File: config.mk
export PLATFORM = sky130hd
export DESIGN_NAME = dmem_arbiter
export DESIGN_NICKNAME = d
export VERILOG_FILES = /design/src/rtl/dmem_arb_pkg.sv /design/src/rtl/dmem_arbiter_rr_pick2.sv /design/src/rtl/dmem_arbiter.sv
export SDC_FILE = /design/constraint.sdc
export NUM_CORES = 1
export LEC_CHECK = 0
export CAP_MARGIN = 30
export CORE_AREA = 2 2 104 106
export CTS_CLUSTER_SIZE = 14
export DETAILED_ROUTE_END_ITERATION = 10
export DIE_AREA = 0 0 106 108
export PLACE_DENSITY = 0.74
export SYNTH_ARGS = -nofsm -noshare
export SYNTH_HDL_FRONTEND = slang
export SYNTH_SLANG_ARGS = --single-unit
File: constraint.sdc
create_clock -name clk -period 2 [get_ports clk]
set_input_delay 0.4 -clock clk [delete_from_list [all_inputs] [get_ports clk]]
set_output_delay 0.4 -clock clk [all_outputs]
set_load 0.01 [all_outputs]
File: src/rtl/dmem_arb_pkg.sv
// Shared types for the data-memory arbiter: FSM encoding, requester id and
// the requester count.
package dmem_arb_pkg;

    typedef enum logic [1:0] {ARB_IDLE, ARB_OWN0, ARB_OWN1} arb_state_t;
    typedef logic req_id_t;

    localparam int NUM_REQ = 2;

    function automatic arb_state_t own_state(req_id_t id);
        return id ? ARB_OWN1 : ARB_OWN0;
    endfunction

endpackage

File: src/rtl/dmem_arbiter_rr_pick2.sv
// Combinational two-way round-robin picker: a single requester wins outright,
// a tie goes to whichever requester did not own the memory last.
module rr_pick2
    import dmem_arb_pkg::*;
(
    input  logic [NUM_REQ-1:0] valid,
    input  logic               last_owner,
    output logic [NUM_REQ-1:0] gnt,
    output logic               id
);

    always_comb begin
        id  = 1'b0;
        gnt = '0;
        if (valid == 2'b11) begin
            id = ~last_owner;
        end else if (valid[1]) begin
            id = 1'b1;
        end
        if (|valid) begin
            gnt[id] = 1'b1;
        end
    end

endmodule

File: src/rtl/dmem_arbiter.sv
// Two-requester arbiter in front of a single-port data memory: round-robin
// grant with burst lock, address range check and a registered response.
module dmem_arbiter
    import dmem_arb_pkg::*;
#(
    parameter int ADDR_W    = 32,
    parameter int DATA_W    = 32,
    parameter int DEPTH     = 256,
    parameter int MAX_BURST = 8
) (
    input  logic                  clk,
    input  logic                  rst,
    input  logic [1:0]            req_valid,
    output logic [1:0]            req_ready,
    input  logic [1:0]            req_we,
    input  logic [1:0]            req_last,
    input  logic [2*ADDR_W-1:0]   req_addr,
    input  logic [2*DATA_W-1:0]   req_wdata,
    output logic [1:0]            rsp_valid,
    output logic [DATA_W-1:0]     rsp_rdata,
    output logic                  rsp_err,
    output logic [ADDR_W-1:0]     mem_addr,
    output logic                  mem_write,
    output logic                  mem_read,
    output logic [DATA_W-1:0]     mem_wdata,
    input  logic [DATA_W-1:0]     mem_rdata
);

    localparam int CNT_W = $clog2(MAX_BURST + 1);
    localparam logic [ADDR_W-1:0] DEPTH_A = ADDR_W'(DEPTH);
    localparam logic [CNT_W-1:0] FINAL_CNT = CNT_W'(MAX_BURST - 1);

    arb_state_t       state;
    req_id_t          last_owner;
    logic [CNT_W-1:0] count;

    logic [1:0]        pick_gnt;
    req_id_t           pick_id;
    logic [1:0]        gnt;
    req_id_t           id;
    logic              accept;
    logic              in_range;
    logic              beat_we;
    logic              burst_end;
    logic [ADDR_W-1:0] beat_addr;
    logic [DATA_W-1:0] beat_wdata;

    rr_pick2 u_pick (
        .valid      (req_valid),
        .last_owner (last_owner),
        .gnt        (pick_gnt),
        .id         (pick_id)
    );

    // While a burst owns the memory only its requester can be served.
    always_comb begin
        id  = pick_id;
        gnt = pick_gnt;
        case (state)
            ARB_OWN0: begin
                id  = 1'b0;
                gnt = {1'b0, req_valid[0]};
            end
            ARB_OWN1: begin
                id  = 1'b1;
                gnt = {req_valid[1], 1'b0};
            end
            default: ;
        endcase
        if (rst) begin
            gnt = '0;
        end
    end

    assign accept     = |gnt;
    assign beat_addr  = id ? req_addr[2*ADDR_W-1:ADDR_W] : req_addr[ADDR_W-1:0];
    assign beat_wdata = id ? req_wdata[2*DATA_W-1:DATA_W] : req_wdata[DATA_W-1:0];
    assign beat_we    = req_we[id];
    assign in_range   = beat_addr < DEPTH_A;
    assign burst_end  = req_last[id] || (count == FINAL_CNT);

    assign req_ready  = gnt;
    assign mem_addr   = accept ? beat_addr : '0;
    assign mem_wdata  = accept ? beat_wdata : '0;
    assign mem_write  = accept && in_range && beat_we;
    assign mem_read   = accept && in_range && !beat_we;

    always_ff @(posedge clk) begin
        if (rst) begin
            state      <= ARB_IDLE;
            last_owner <= 1'b1;
            count      <= '0;
            rsp_valid  <= '0;
            rsp_rdata  <= '0;
            rsp_err    <= 1'b0;
        end else begin
            rsp_valid <= gnt;
            rsp_err   <= accept && !in_range;
            rsp_rdata <= mem_read ? mem_rdata : '0;
            if (accept) begin
                if (burst_end) begin
                    state      <= ARB_IDLE;
                    last_owner <= id;
                    count      <= '0;
                end else begin
                    state <= own_state(id);
                    count <= count + CNT_W'(1);
                end
            end else if (state != ARB_IDLE) begin
                // Owner went quiet: release after a one-cycle bubble.
                state      <= ARB_IDLE;
                last_owner <= (state == ARB_OWN1);
                count      <= '0;
            end
        end
    end

endmodule
==> key figures <==
Status
  • Status: complete, but fails checks
  • Failing checks: setup timing

Critical path
  • Worst R2R Start: state[1]
  • Slowest CP cell: dfxtp_2
  • Delay-heaviest family, CP: simple AND/OR/NAND/NOR gates
  • Critical path class: reg -> out
  • Crit-path cells: inv_2 > ha_4 > and2b_2 > nor4b_4 > nor2_4 > buf_6 > clkbuf_16 > a21oi_4 > buf_2
  • Maximum fanout along the worst path: 8
  • Crit-path max cell delay: 0.34 ns
  • WP buf/inv: 4
  • R2R setup slack: -0.24 ns
  • CP Launch Type: flip-flop
  • FF-to-FF End: rsp_rdata[9]
  • Worst Reg-to-Reg Cells: 12
  • CP Data Required Time: 1.60 ns
  • CP Capture Type: primary output
  • Worst Path Arrival: 2.19 ns

Power
  • Pint: 0.002176 W
  • Static Leak: 2.713 nW
  • Sequential fraction of design power: 0.267
  • Logic pwr share: 0.532
  • Power Dens Cells: 477.5 nW/um^2
  • Clock share of power: 0.200
  • Final Power: 0.003218 W
  • Switching share of total power: 0.3239
  • Switching pwr: 0.001042 W
  • Largest vdd supply drop: 0.4121 mV

Synth
  • Yosys Warn Count: 0
  • Post-synth top flop: dfxtp_1
  • Cell count after synthesis: 369
  • FFs w/ async S/R, synth: 0
  • Number of synthesized flops with an enable pin: 0
  • Syn Area/Cell: 6.748 um^2
  • Net Count, Synth: 541
  • Seq/Total Area, Yosys: 0.3377
  • Synthesized area: 2490 um^2
  • Synth Register Bits: 42
  • Synth unique cells: 36

Timing
  • Final worst slack: -0.5913 ns
  • Max Fclk: 385.9 MHz
  • Final Max Tran Viols: 0
  • Setup violations, final: 105
  • Unrepaired setup endpoints after global routing: yes
  • Worst Max-Slew Pin Slew: 0.3445 ns
  • Total negative slack: -43.74 ns
  • Final min period: 2.591 ns
  • Hold Vio Cnt, Final: 0
  • Fin crit share: 1.296
  • Slew margin rel.: 0.7682
  • Final Skew: 0.003688 ns

CTS
  • Total CTS buffers: 5
  • CTS H-tree depth: 2
  • Longest Clk Path Bufs: 2
  • Clock-pin slew on the worst setup and hold paths: 0.07 ns
  • Clk Latency, worst-skew pair: 0.29 ns
  • Hold Buf Count CTS: 0
  • TritonCTS clock tree: done
  • Sink Count: 42
  • Clk root buf: clkbuf_8

Global routing
  • Vias in the first global route: 3910
  • First-pass GRT wire length: 18740 um
  • Largest net degree at the start of global routing: 31
  • Total global-route track usage: 0.2049
  • Aggregate global routing overflow: 0
  • Initial antenna violation count: 0

Finish
  • Fill count: 795
  • Util after Layout: 0.6587
  • Area growth from synthesis to layout: 170.7%
  • Layout cells sized above 1: 0.3309
  • # nets final: 851
  • Diode count: 0
  • Finished Cell Area: 6739 um^2

Routing
  • DR WL/cell: 15.23 um
  • First drt pass iteration count: 4
  • Post-Route WL: 12430 um
  • DRT iter0 DRCs: 218
  • Post-route antenna net violation count: 0
  • Vias: 3801
  • # DRC: 0
  • Via-to-Cell Ratio: 4.658

Die
  • FP Rows: 37
  • Initial Utilization: 0.2434
  • Core Area: 10230 um^2
  • Die X: 106 um
  • Top Ports: 271
  • Chip Height: 108 um
  • Die Footprint: 11450 um^2

Place
  • Hpwl dp: 9541 um
  • Port buffer count: 270
  • Post-DP Area: 6180 um^2
  • Placer Congestion: 0.9055
  • Pre-CTS WS: -0.9762 ns

Min path
  • Hold depth: 2
  • Hold Path Class: reg -> reg
  • HP Start: count[1]
  • Hold Path End: count[1]

Run
  • Max-cap violation count: 0
## Yosys cell counts (3+ instances only)
cell	number	area (um^2)
nand4_1	6	37.54
buf_1	6	22.52
nand3_1	8	40.04
and2_1	32	200.2
o21ai_0	3	15.01
ha_1	4	50.05
nor4_1	12	75.07
a21oi_1	70	350.3
clkbuf_1	12	45.04
nand2_1	134	503.0
dfxtp_1	42	840.8
nor3_1	3	15.01
buf_2	7	35.03
## kinds of logic (layout without fill, tap and decap cells)
group	after synthesis	count (layout)	share of synthesized area
flip-flops	42	42	0.3377
multiplexers	3	3	0.01357
adder cells (fa/ha/maj)	4	4	0.02010
AO/OA/AOI/OAI	81	81	0.1764
AND/OR/NAND/NOR	210	210	0.4020
buffers and inverters	29	340	0.05025
## layer usage
layer,global-route usage,part of all wire,vias to the layer above
li1,-,-,1866
met1,0.2106,0.37,1726
met2,0.3982,0.52,189
met3,0.06510,0.089,20
met4,0.05733,0.020,0
met5,0,0,-
## layout by cell type (no fill, tap or decap), types with 3 or more instances in the layout
| cell type | count |
|---|---|
| clkbuf_8 | 5 |
| nand3_1 | 8 |
| nor4_1 | 10 |
| nand4_1 | 6 |
| a21oi_2 | 19 |
| ha_1 | 3 |
| buf_16 | 4 |
| buf_2 | 21 |
| and2_1 | 31 |
| buf_6 | 52 |
| clkdlybuf4s50_1 | 199 |
| clkdlybuf4s15_2 | 4 |
| buf_12 | 9 |
| dlymetal6s2s_1 | 3 |
| dfxtp_1 | 40 |
| a21oi_1 | 5 |
| buf_4 | 33 |
| nand2_2 | 4 |
| a21oi_4 | 46 |
| buf_8 | 3 |
| nand2_1 | 129 |
## per-stage QoR
step                      hold slack, ns  instances
after global placement            0.4759        785
after global routing              0.5241        816
after floorplan                   0.4635        369
after detailed placement          0.4887        785
final                             0.4938        816
after CTS                         0.5040        807
## worst min-delay path: stages (launching register included)
cell and delay (ns):
dfxtp_1 0.33, nand3_1 0.07, a21oi_1 0.05
## layout make-up
class                           count  area [um^2]  area share
Timing Repair Buffer              330         3398      0.5043
Inverter                            2        7.507    0.001114
Sequential cell                    42        843.3      0.1251
Clock buffer                        7        76.32     0.01133
Tap cell                          136        170.2     0.02525
Clock inverter                      1        30.03    0.004456
Multi-Input combinational cell    298         2213      0.3284
## sequential cells by signal, summed over array words and instances (netlist names)
| register | flops |
|---|---|
| rsp_rdata | 32 |
| count | 4 |
| rsp_valid | 2 |
| state | 2 |
| last_owner | 1 |
| rsp_err | 1 |
## how the worst max path moves through the flow
stage,to,start,slack (ns),cells after the start
after floorplan,mem_addr[5],state[1],-0.19,7
after global placement,mem_read,req_addr[62],-0.96,8
after detailed placement,mem_read,req_addr[62],-0.98,8
after CTS,mem_addr[6],state[1],-0.59,9
after global routing,mem_addr[2],state[1],-0.69,9
final,mem_addr[14],state[1],-0.59,9
## power by group through the flow
stage                     clock (W)  combinational (W)  sequential, W
after floorplan                   0           0.000742       0.000880
after global placement            0            0.00149       0.000879
after detailed placement          0            0.00151       0.000880
after CTS                  0.000668            0.00162       0.000860
after global routing       0.000700            0.00182       0.000861
final                      0.000645            0.00171       0.000860
## timing repair
item,4_1_cts,5_1_grt
resized for setup,327,39
gates cloned,4,2
endpoints found under the hold margin,0,0
pin swaps,6,11
setup buffers,10,8
setup endpoints to repair,101,107
(Power assumes the default switching activity.)
